$ cat config.mk
export PLATFORM = sky130hd
export DESIGN_NAME = cc_level_sequencer
export DESIGN_NICKNAME = d
export VERILOG_FILES = /design/src/rtl/cc_level_pkg.sv /design/src/rtl/cc_level_rom.sv /design/src/rtl/cc_level_sequencer.sv
export SDC_FILE = /design/constraint.sdc
export NUM_CORES = 1
export LEC_CHECK = 0
export ABC_AREA = 1
export CORE_MARGIN = 3
export CORE_UTILIZATION = 50
export DETAILED_ROUTE_END_ITERATION = 8
export PLACE_DENSITY = 0.77
export SYNTH_ARGS = -nofsm -noshare
export SYNTH_HDL_FRONTEND = slang
export SYNTH_HIERARCHICAL = 1
export SYNTH_SLANG_ARGS = --single-unit
$ cat constraint.sdc
create_clock -name CC_LEVEL_SEQUENCER_CLOCK_50 -period 1.75 [get_ports CC_LEVEL_SEQUENCER_CLOCK_50]
set_input_delay 0.35 -clock CC_LEVEL_SEQUENCER_CLOCK_50 [delete_from_list [all_inputs] [get_ports CC_LEVEL_SEQUENCER_CLOCK_50]]
set_output_delay 0.35 -clock CC_LEVEL_SEQUENCER_CLOCK_50 [all_outputs]
set_load 0.1 [all_outputs]
$ cat src/rtl/cc_level_pkg.sv
// Shared definitions for the level sequencer: state encoding, banner digit images,
// obstacle row tables and per-level lengths.
package cc_level_pkg;

   typedef enum logic [1:0] {StIdle, StBanner, StLevel, StDone} seqState_t;

   localparam int LevelCount = 3;
   localparam int BannerLen  = 8;

   localparam logic [7:0] Banner1Rows [8] = '{
      8'b00011000, 8'b00111000, 8'b00011000, 8'b00011000,
      8'b00011000, 8'b00011000, 8'b00111100, 8'b00000000
   };

   localparam logic [7:0] Banner2Rows [8] = '{
      8'b00011100, 8'b00100010, 8'b00000010, 8'b00000100,
      8'b00001000, 8'b00010000, 8'b00111110, 8'b00000000
   };

   localparam logic [7:0] Banner3Rows [8] = '{
      8'b00011100, 8'b00100010, 8'b00000010, 8'b00001100,
      8'b00000010, 8'b00100010, 8'b00011100, 8'b00000000
   };

   localparam logic [7:0] Lvl1Rows [10] = '{
      8'b00100000, 8'b10000000, 8'b00001000, 8'b01000010, 8'b00010000,
      8'b10000001, 8'b00100100, 8'b00000010, 8'b01001000, 8'b00010001
   };

   localparam logic [7:0] Lvl2Rows [15] = '{
      8'b01000000, 8'b00010010, 8'b10000100, 8'b00100001, 8'b01001000,
      8'b00000110, 8'b10010000, 8'b00101000, 8'b01000001, 8'b00011000,
      8'b10000010, 8'b00100100, 8'b01010000, 8'b00001001, 8'b10100000
   };

   localparam logic [7:0] Lvl3Rows [20] = '{
      8'b10010010, 8'b01001001, 8'b00100100, 8'b10010001, 8'b01000110,
      8'b00101001, 8'b10001100, 8'b01100010, 8'b00011001, 8'b10100100,
      8'b01010010, 8'b00101101, 8'b10010100, 8'b01001010, 8'b00110001,
      8'b10001010, 8'b01100100, 8'b00010110, 8'b10101000, 8'b00100000
   };

   function automatic logic [4:0] levelLen(input logic [2:0] lvl);
      case (lvl)
         3'd1:    levelLen = 5'd10;
         3'd2:    levelLen = 5'd15;
         3'd3:    levelLen = 5'd20;
         default: levelLen = 5'd0;
      endcase
   endfunction

   function automatic logic [7:0] bannerRow(input logic [2:0] lvl, input logic [4:0] idx);
      bannerRow = 8'h00;
      if (idx < 5'(BannerLen)) begin
         case (lvl)
            3'd1:    bannerRow = Banner1Rows[idx[2:0]];
            3'd2:    bannerRow = Banner2Rows[idx[2:0]];
            3'd3:    bannerRow = Banner3Rows[idx[2:0]];
            default: bannerRow = 8'h00;
         endcase
      end
   endfunction

   function automatic logic [7:0] levelRow(input logic [2:0] lvl, input logic [4:0] idx);
      levelRow = 8'h00;
      if (idx < levelLen(lvl)) begin
         case (lvl)
            3'd1:    levelRow = Lvl1Rows[idx[3:0]];
            3'd2:    levelRow = Lvl2Rows[idx[3:0]];
            3'd3:    levelRow = Lvl3Rows[idx];
            default: levelRow = 8'h00;
         endcase
      end
   endfunction

endpackage

$ cat src/rtl/cc_level_rom.sv
// Combinational row lookup by (level, phase, index); zero for any out-of-range index.
// Banner images are only present when CC_LEVEL_SEQUENCER_BANNER_EN is defined.
module cc_level_rom
   import cc_level_pkg::*;
#(
   parameter int DATAWIDTH      = 8,
   parameter int LEVEL_WIDTH    = 3,
   parameter int PROGRESS_WIDTH = 5,
   parameter int MAX_ROWS       = 20
) (
   input  logic [LEVEL_WIDTH-1:0]    level,
   input  logic                      bannerPhase,
   input  logic [PROGRESS_WIDTH-1:0] index,
   output logic [DATAWIDTH-1:0]      row
);

   logic [7:0] tableRow;

   always_comb begin
      tableRow = 8'h00;
      if (int'(index) < MAX_ROWS) begin
`ifdef CC_LEVEL_SEQUENCER_BANNER_EN
         if (bannerPhase) begin
            tableRow = bannerRow(3'(level), 5'(index));
         end else begin
            tableRow = levelRow(3'(level), 5'(index));
         end
`else
         if (!bannerPhase) begin
            tableRow = levelRow(3'(level), 5'(index));
         end
`endif
      end
      row = DATAWIDTH'(tableRow);
   end

endmodule

$ cat src/rtl/cc_level_sequencer.sv
// Paced level row streamer: optional banner, then the level's obstacle rows over valid/ready.
// CC_LEVEL_SEQUENCER_BANNER_EN enables the 8-row banner phase ahead of the level rows.
module cc_level_sequencer
   import cc_level_pkg::*;
#(
   parameter int DATAWIDTH      = 8,
   parameter int NUM_LEVELS     = 3,
   parameter int LEVEL_WIDTH    = 3,
   parameter int PROGRESS_WIDTH = 5,
   parameter int MAX_ROWS       = 20,
   parameter int BANNER_ROWS    = 8
) (
   input  logic                      CC_LEVEL_SEQUENCER_CLOCK_50,
   input  logic                      CC_LEVEL_SEQUENCER_RESET_InHigh,
   input  logic                      CC_LEVEL_SEQUENCER_Start_In,
   input  logic [LEVEL_WIDTH-1:0]    CC_LEVEL_SEQUENCER_Level_InBus,
   input  logic                      CC_LEVEL_SEQUENCER_Abort_In,
   input  logic                      CC_LEVEL_SEQUENCER_Tick_In,
   input  logic                      CC_LEVEL_SEQUENCER_Ready_In,
   output logic [DATAWIDTH-1:0]      CC_LEVEL_SEQUENCER_Data_OutBus,
   output logic                      CC_LEVEL_SEQUENCER_Valid_Out,
   output logic                      CC_LEVEL_SEQUENCER_Busy_Out,
   output logic                      CC_LEVEL_SEQUENCER_Banner_Out,
   output logic [PROGRESS_WIDTH-1:0] CC_LEVEL_SEQUENCER_Progress_OutBus,
   output logic [LEVEL_WIDTH-1:0]    CC_LEVEL_SEQUENCER_CurrentLvl_OutBus,
   output logic                      CC_LEVEL_SEQUENCER_Done_Out,
   output logic                      CC_LEVEL_SEQUENCER_Error_Out
);

`ifdef CC_LEVEL_SEQUENCER_BANNER_EN
   localparam seqState_t FirstPhase = StBanner;
`else
   localparam seqState_t FirstPhase = StLevel;
`endif

   seqState_t                 stateReg, stateNext;
   logic [LEVEL_WIDTH-1:0]    levelReg;
   logic [PROGRESS_WIDTH-1:0] rowCount, lastIdx;
   logic [DATAWIDTH-1:0]      dataReg, romRow;
   logic                      validReg, errorReg;
   logic                      levelOk, inStream, transfer, lastTransfer;

   assign levelOk = (CC_LEVEL_SEQUENCER_Level_InBus != '0)
                 && (int'(CC_LEVEL_SEQUENCER_Level_InBus) <= NUM_LEVELS);
   assign inStream = (stateReg == StBanner) || (stateReg == StLevel);

   // Abort wins over a transfer happening in the same cycle.
   assign transfer = inStream && validReg && CC_LEVEL_SEQUENCER_Ready_In
                  && !CC_LEVEL_SEQUENCER_Abort_In;

   always_comb begin
      if (stateReg == StBanner) begin
         lastIdx = PROGRESS_WIDTH'(BANNER_ROWS - 1);
      end else begin
         lastIdx = PROGRESS_WIDTH'(levelLen(3'(levelReg)) - 5'd1);
      end
   end

   assign lastTransfer = transfer && (rowCount == lastIdx);

   cc_level_rom #(
      .DATAWIDTH     (DATAWIDTH),
      .LEVEL_WIDTH   (LEVEL_WIDTH),
      .PROGRESS_WIDTH(PROGRESS_WIDTH),
      .MAX_ROWS      (MAX_ROWS)
   ) uRom (
      .level      (levelReg),
      .bannerPhase(stateReg == StBanner),
      .index      (rowCount),
      .row        (romRow)
   );

   always_ff @(posedge CC_LEVEL_SEQUENCER_CLOCK_50 or posedge CC_LEVEL_SEQUENCER_RESET_InHigh) begin
      if (CC_LEVEL_SEQUENCER_RESET_InHigh) begin
         stateReg <= StIdle;
      end else begin
         stateReg <= stateNext;
      end
   end

   always_comb begin
      stateNext = stateReg;
      if (CC_LEVEL_SEQUENCER_Abort_In && (stateReg != StIdle)) begin
         stateNext = StIdle;
      end else begin
         case (stateReg)
            StIdle: begin
               if (CC_LEVEL_SEQUENCER_Start_In && levelOk) begin
                  stateNext = FirstPhase;
               end
            end
`ifdef CC_LEVEL_SEQUENCER_BANNER_EN
            StBanner: begin
               if (lastTransfer) begin
                  stateNext = StLevel;
               end
            end
`endif
            StLevel: begin
               if (lastTransfer) begin
                  stateNext = StDone;
               end
            end
            StDone:  stateNext = StIdle;
            default: stateNext = StIdle;
         endcase
      end
   end

   always_comb begin
      CC_LEVEL_SEQUENCER_Busy_Out = (stateReg != StIdle);
      CC_LEVEL_SEQUENCER_Done_Out = (stateReg == StDone);
`ifdef CC_LEVEL_SEQUENCER_BANNER_EN
      CC_LEVEL_SEQUENCER_Banner_Out = (stateReg == StBanner);
`else
      CC_LEVEL_SEQUENCER_Banner_Out = 1'b0;
`endif
   end

   always_ff @(posedge CC_LEVEL_SEQUENCER_CLOCK_50 or posedge CC_LEVEL_SEQUENCER_RESET_InHigh) begin
      if (CC_LEVEL_SEQUENCER_RESET_InHigh) begin
         levelReg <= '0;
         rowCount <= '0;
         dataReg  <= '0;
         validReg <= 1'b0;
         errorReg <= 1'b0;
      end else begin
         errorReg <= 1'b0;
         if (stateReg == StIdle) begin
            if (CC_LEVEL_SEQUENCER_Start_In) begin
               if (levelOk) begin
                  levelReg <= CC_LEVEL_SEQUENCER_Level_InBus;
                  rowCount <= '0;
               end else begin
                  errorReg <= 1'b1;
               end
            end
         end else if (CC_LEVEL_SEQUENCER_Abort_In) begin
            validReg <= 1'b0;
         end else if (transfer) begin
            validReg <= 1'b0;
            // Banner end restarts the count for the level; level end keeps the final count.
            if (lastTransfer && (stateReg == StBanner)) begin
               rowCount <= '0;
            end else begin
               rowCount <= rowCount + PROGRESS_WIDTH'(1);
            end
         end else if (inStream && !validReg && CC_LEVEL_SEQUENCER_Tick_In) begin
            dataReg  <= romRow;
            validReg <= 1'b1;
         end
      end
   end

   assign CC_LEVEL_SEQUENCER_Data_OutBus       = dataReg;
   assign CC_LEVEL_SEQUENCER_Valid_Out         = validReg;
   assign CC_LEVEL_SEQUENCER_Progress_OutBus   = rowCount;
   assign CC_LEVEL_SEQUENCER_CurrentLvl_OutBus = levelReg;
   assign CC_LEVEL_SEQUENCER_Error_Out         = errorReg;

endmodule

==> out/qor.yml <==
grt:
  gr-max-usage-layer: "met2"
  grt_pass1_wl_um: 10800
  grt_max_degree: 23
  grt_use_total_pct: 27.1
  grt_antenna_before_repair: 0
  grt_overflow: 0
  use_met3_pct: 5.22
  use_met2_pct: 43.5
  grt_pass1_vias: 2302
  grtUsageMet1_pct: 35.2
layout:
  drive_above_1_share_pct: 41.3
  nFillCells: 196
  register_area_sq_um: 523
  synthToLayoutAreaGrowth_pct: 59.4
  final_area_sq_mm: 0.00323
  finalNonFillerCells: 433
  fin_nets: 410
  multi_input_area_sq_mm: 0.00155
  num_antenna_cells: 0
power:
  p_int_mw: 2.96
  clkPwrFrac_pct: 7.3
  power_leakage_nw: 1.56
  ir_drop_mv: 1.45
  swShare_pct: 56.3
  seqPwrFrac_pct: 12.4
  power.density_mw_per_mm2: 2090
  switching_power_mw: 3.81
  total_power_mw: 6.77
  combPwrFrac_pct: 80.3
timing:
  fmax_mhz: 453
  finalMaxSlewViolations: 0
  finalClockSkew_ns: 0.00426
  layout_setup_ws_ns: -0.458
  post-route-period-util_pct: 126
  min_period_ns: 2.21
  hold_slack_ns: 0.398
  hold_viol_final: 0
  rsz0062_at_grt: "yes"
  finalSetupViolCount: 14
clock_network:
  cts_tree: "yes"
  clockRootBuffer: "clkbuf_8"
  clock-sinks: 20
  path_clk_slew_ns: 0.09
  numCtsBuffers: 3
  cts-htree-levels: 1
  cts_buffer_depth: 2
  insertion_delay_ns: 0.28
worst_setup_path:
  timing.rr.start: "CC_LEVEL_SEQUENCER_CurrentLvl_OutBus[2]"
  reg2reg_setup_slack_ns: -0.46
  required_ns: 1.91
  crit_path_max_fanout: 4
  endpoint: "CC_LEVEL_SEQUENCER_Progress_OutBus[4]"
  cp-end-kind: "register"
  critPathArrivalTime_ns: 2.37
  cp-startpoint: "CC_LEVEL_SEQUENCER_CurrentLvl_OutBus[2]"
  r2r_end: "CC_LEVEL_SEQUENCER_Progress_OutBus[4]"
  worstSetupPathType: "reg2reg"
  start_kind: "register"
  reg2reg_depth: 14
die:
  io_pins: 30
  die_w_um: 69.7
  die_y_um: 69.7
  start_util_pct: 53.8
  rows: 22
  core_area_sq_mm: 0.00377
  die-area_sq_mm: 0.00486
outcome:
  status: "complete, but fails checks"
  violations: "setup timing"
detailed_routing:
  dr.pass1.iters: 7
  num_vias: 2632
  drc: 0
  drt_first_iter_violations: 491
  totalWireLength_um: 8040
  postRouteAntennaNets: 0
  avgRoutedWirePerCell_um: 18.6
  viasPerCell: 6.08
yosys:
  yosysTopAreaCell: "dfrtp_1"
  ys_seq_elements: 20
  syn_area_sq_mm: 0.00203
  synthTopCellsByArea: "dfrtp_1, nand2_1, nand3_1, ha_1, inv_1"
  avgSynthCellArea_sq_um: 6.52
  yosysTopAreaCellShare_pct: 24.7
  yosysSeqAreaShare_pct: 24.7
  yosysUniqueCellTypes: 31
  yosys_warnings: 6
  synth_fp_nets: 335
  synth_cells: 311
placement:
  place_area_sq_mm: 0.00287
  dpl.cell_count: 419
  place_congestion: 0.995
  place_hpwl_um: 4630
  io_buffers: 28
worst_hold_path:
  min_path_type: "in2async"
run:
  drv_cap: 0
[registers in the layout, indices dropped and copies added (netlist names)]
| signal | count |
|---|---|
| stateReg | 2 |
| CC_LEVEL_SEQUENCER_Progress_OutBus | 5 |
| CC_LEVEL_SEQUENCER_Valid_Out | 1 |
| CC_LEVEL_SEQUENCER_Error_Out | 1 |
| CC_LEVEL_SEQUENCER_Data_OutBus | 8 |
| CC_LEVEL_SEQUENCER_CurrentLvl_OutBus | 3 |
[metal layers]
metal	part of all wire (%)	wire length (um)	vias up
li1	-	-	1148
met3	9.7	776	74
met5	0	0	-
met4	7.2	576	0
met1	36	2890	1198
met2	47	3790	212
[critical path: stages (launching register included)]
cell	delay (ns)
dfrtp_4	0.52
inv_4	0.09
nand3_1	0.14
nand2_2	0.10
inv_2	0.05
ha_4	0.27
nand2_2	0.06
nand2_2	0.09
nand2_2	0.06
nor2_2	0.14
nand3_2	0.12
nor2_4	0.17
nand3_2	0.10
nand2_4	0.13
a21oi_2	0.07
[cell type report]
class | instances | share of cell area (%)
well taps | 48 | 1.86
clock inverters | 1 | 0.929
inverters | 45 | 5.65
flip-flops and latches | 20 | 16.2
multi-input cells | 241 | 48.0
repair buffers | 75 | 26.1
clock buffers | 3 | 1.28
[stage by stage]
stage	setup TNS (ns)	utilization, %	setup slack [ns]
floorplan	-3.91	-	-0.319
global placement	-2.20	76.0	-0.229
detailed placement	-3.49	76.0	-0.284
CTS	-2.85	81.3	-0.246
global route	-6.68	85.7	-0.559
finish	-5.74	85.7	-0.458
[synthesized netlist by cell type]
| library cell | count |
|---|---|
| clkinv_2 | 1 |
| a21oi_2 | 2 |
| buf_2 | 2 |
| ha_1 | 15 |
| o21ai_1 | 3 |
| nor2b_1 | 1 |
| a21oi_1 | 16 |
| nand4_4 | 1 |
| nor2_4 | 2 |
| o21ai_0 | 9 |
| xor2_1 | 3 |
| mux2_2 | 7 |
| nand4_1 | 3 |
| buf_4 | 3 |
| mux2_1 | 1 |
| inv_2 | 11 |
| nor2_1 | 28 |
| nor3_1 | 2 |
| o211ai_1 | 1 |
| nand3_2 | 2 |
| inv_1 | 32 |
| a22o_1 | 1 |
| nand3_1 | 47 |
| nand2_1 | 83 |
| nand2_2 | 8 |
| dfrtp_1 | 20 |
| nand2_4 | 1 |
| nand4_2 | 1 |
| conb_1 | 1 |
| nor2_2 | 3 |
| clkinv_1 | 1 |
[placed cells by master, fill, tap and decap left out, types with 2 or more instances in the layout]
| master | n |
|---|---|
| buf_4 | 44 |
| nand4_1 | 3 |
| o21ai_0 | 9 |
| clkbuf_8 | 3 |
| buf_6 | 3 |
| o21ai_1 | 2 |
| a21oi_2 | 7 |
| nor3_1 | 2 |
| inv_1 | 27 |
| dfrtp_2 | 3 |
| a21oi_1 | 10 |
| nand2_4 | 5 |
| dfrtp_1 | 12 |
| ha_1 | 11 |
| buf_12 | 20 |
| nand2_1 | 72 |
| inv_4 | 5 |
| mux2_4 | 2 |
| nor2_4 | 6 |
| ha_4 | 4 |
| nand3_1 | 42 |
| nor2_2 | 7 |
| mux2_2 | 6 |
| nand3_2 | 4 |
| dfrtp_4 | 5 |
| inv_2 | 11 |
| nor2_1 | 20 |
| nand3_4 | 3 |
| nand2_2 | 15 |
| clkdlybuf4s50_1 | 8 |
| xor2_1 | 3 |
[worst min-delay path by stage]
stage                                                         end  slack [ns]  cells past startpoint
final                           CC_LEVEL_SEQUENCER_Data_OutBus[6]        0.40                      3
after global placement          CC_LEVEL_SEQUENCER_Data_OutBus[0]        0.55                      1
after detailed placement        CC_LEVEL_SEQUENCER_Data_OutBus[4]        0.56                      1
after floorplan           CC_LEVEL_SEQUENCER_CurrentLvl_OutBus[0]        0.31                      1
after CTS                       CC_LEVEL_SEQUENCER_Data_OutBus[6]        0.41                      3
after global routing            CC_LEVEL_SEQUENCER_Data_OutBus[6]        0.46                      3
[power groups by stage]
stage / Combinational (mW) / Sequential (mW) / Clock (mW)
after floorplan: 1.96 / 1.72 / 0
after global placement: 4.37 / 0.826 / 0
after detailed placement: 4.46 / 0.834 / 0
after CTS: 4.74 / 0.827 / 0.483
after global routing: 5.72 / 0.850 / 0.505
final: 5.44 / 0.841 / 0.494
[logic make-up (layout without fill, tap and decap cells)]
family | Yosys count | after routing | share of synthesized area (%)
AOI/OAI and AO/OA | 32 | 32 | 8.58
xor gates and xnor gates | 3 | 3 | 1.30
adders and majority gates | 15 | 15 | 9.25
buffers and inverters | 50 | 124 | 9.99
DFF | 20 | 20 | 24.7
muxes | 8 | 8 | 4.44
other | 1 | 1 | 0.185
and+or+nand+nor | 182 | 182 | 41.6
[timing repair]
| item | CTS | global route |
|---|---|---|
| pin swaps | 10 | 17 |
| endpoints found under the hold margin | 0 | 0 |
| cloned | 0 | 0 |
| hold buffers | 0 | 0 |
| endpoints found under the setup margin | 15 | 14 |
| gates resized for setup | 21 | 32 |
| setup buffers | 5 | 5 |
Power figures use the tool's default switching activity.
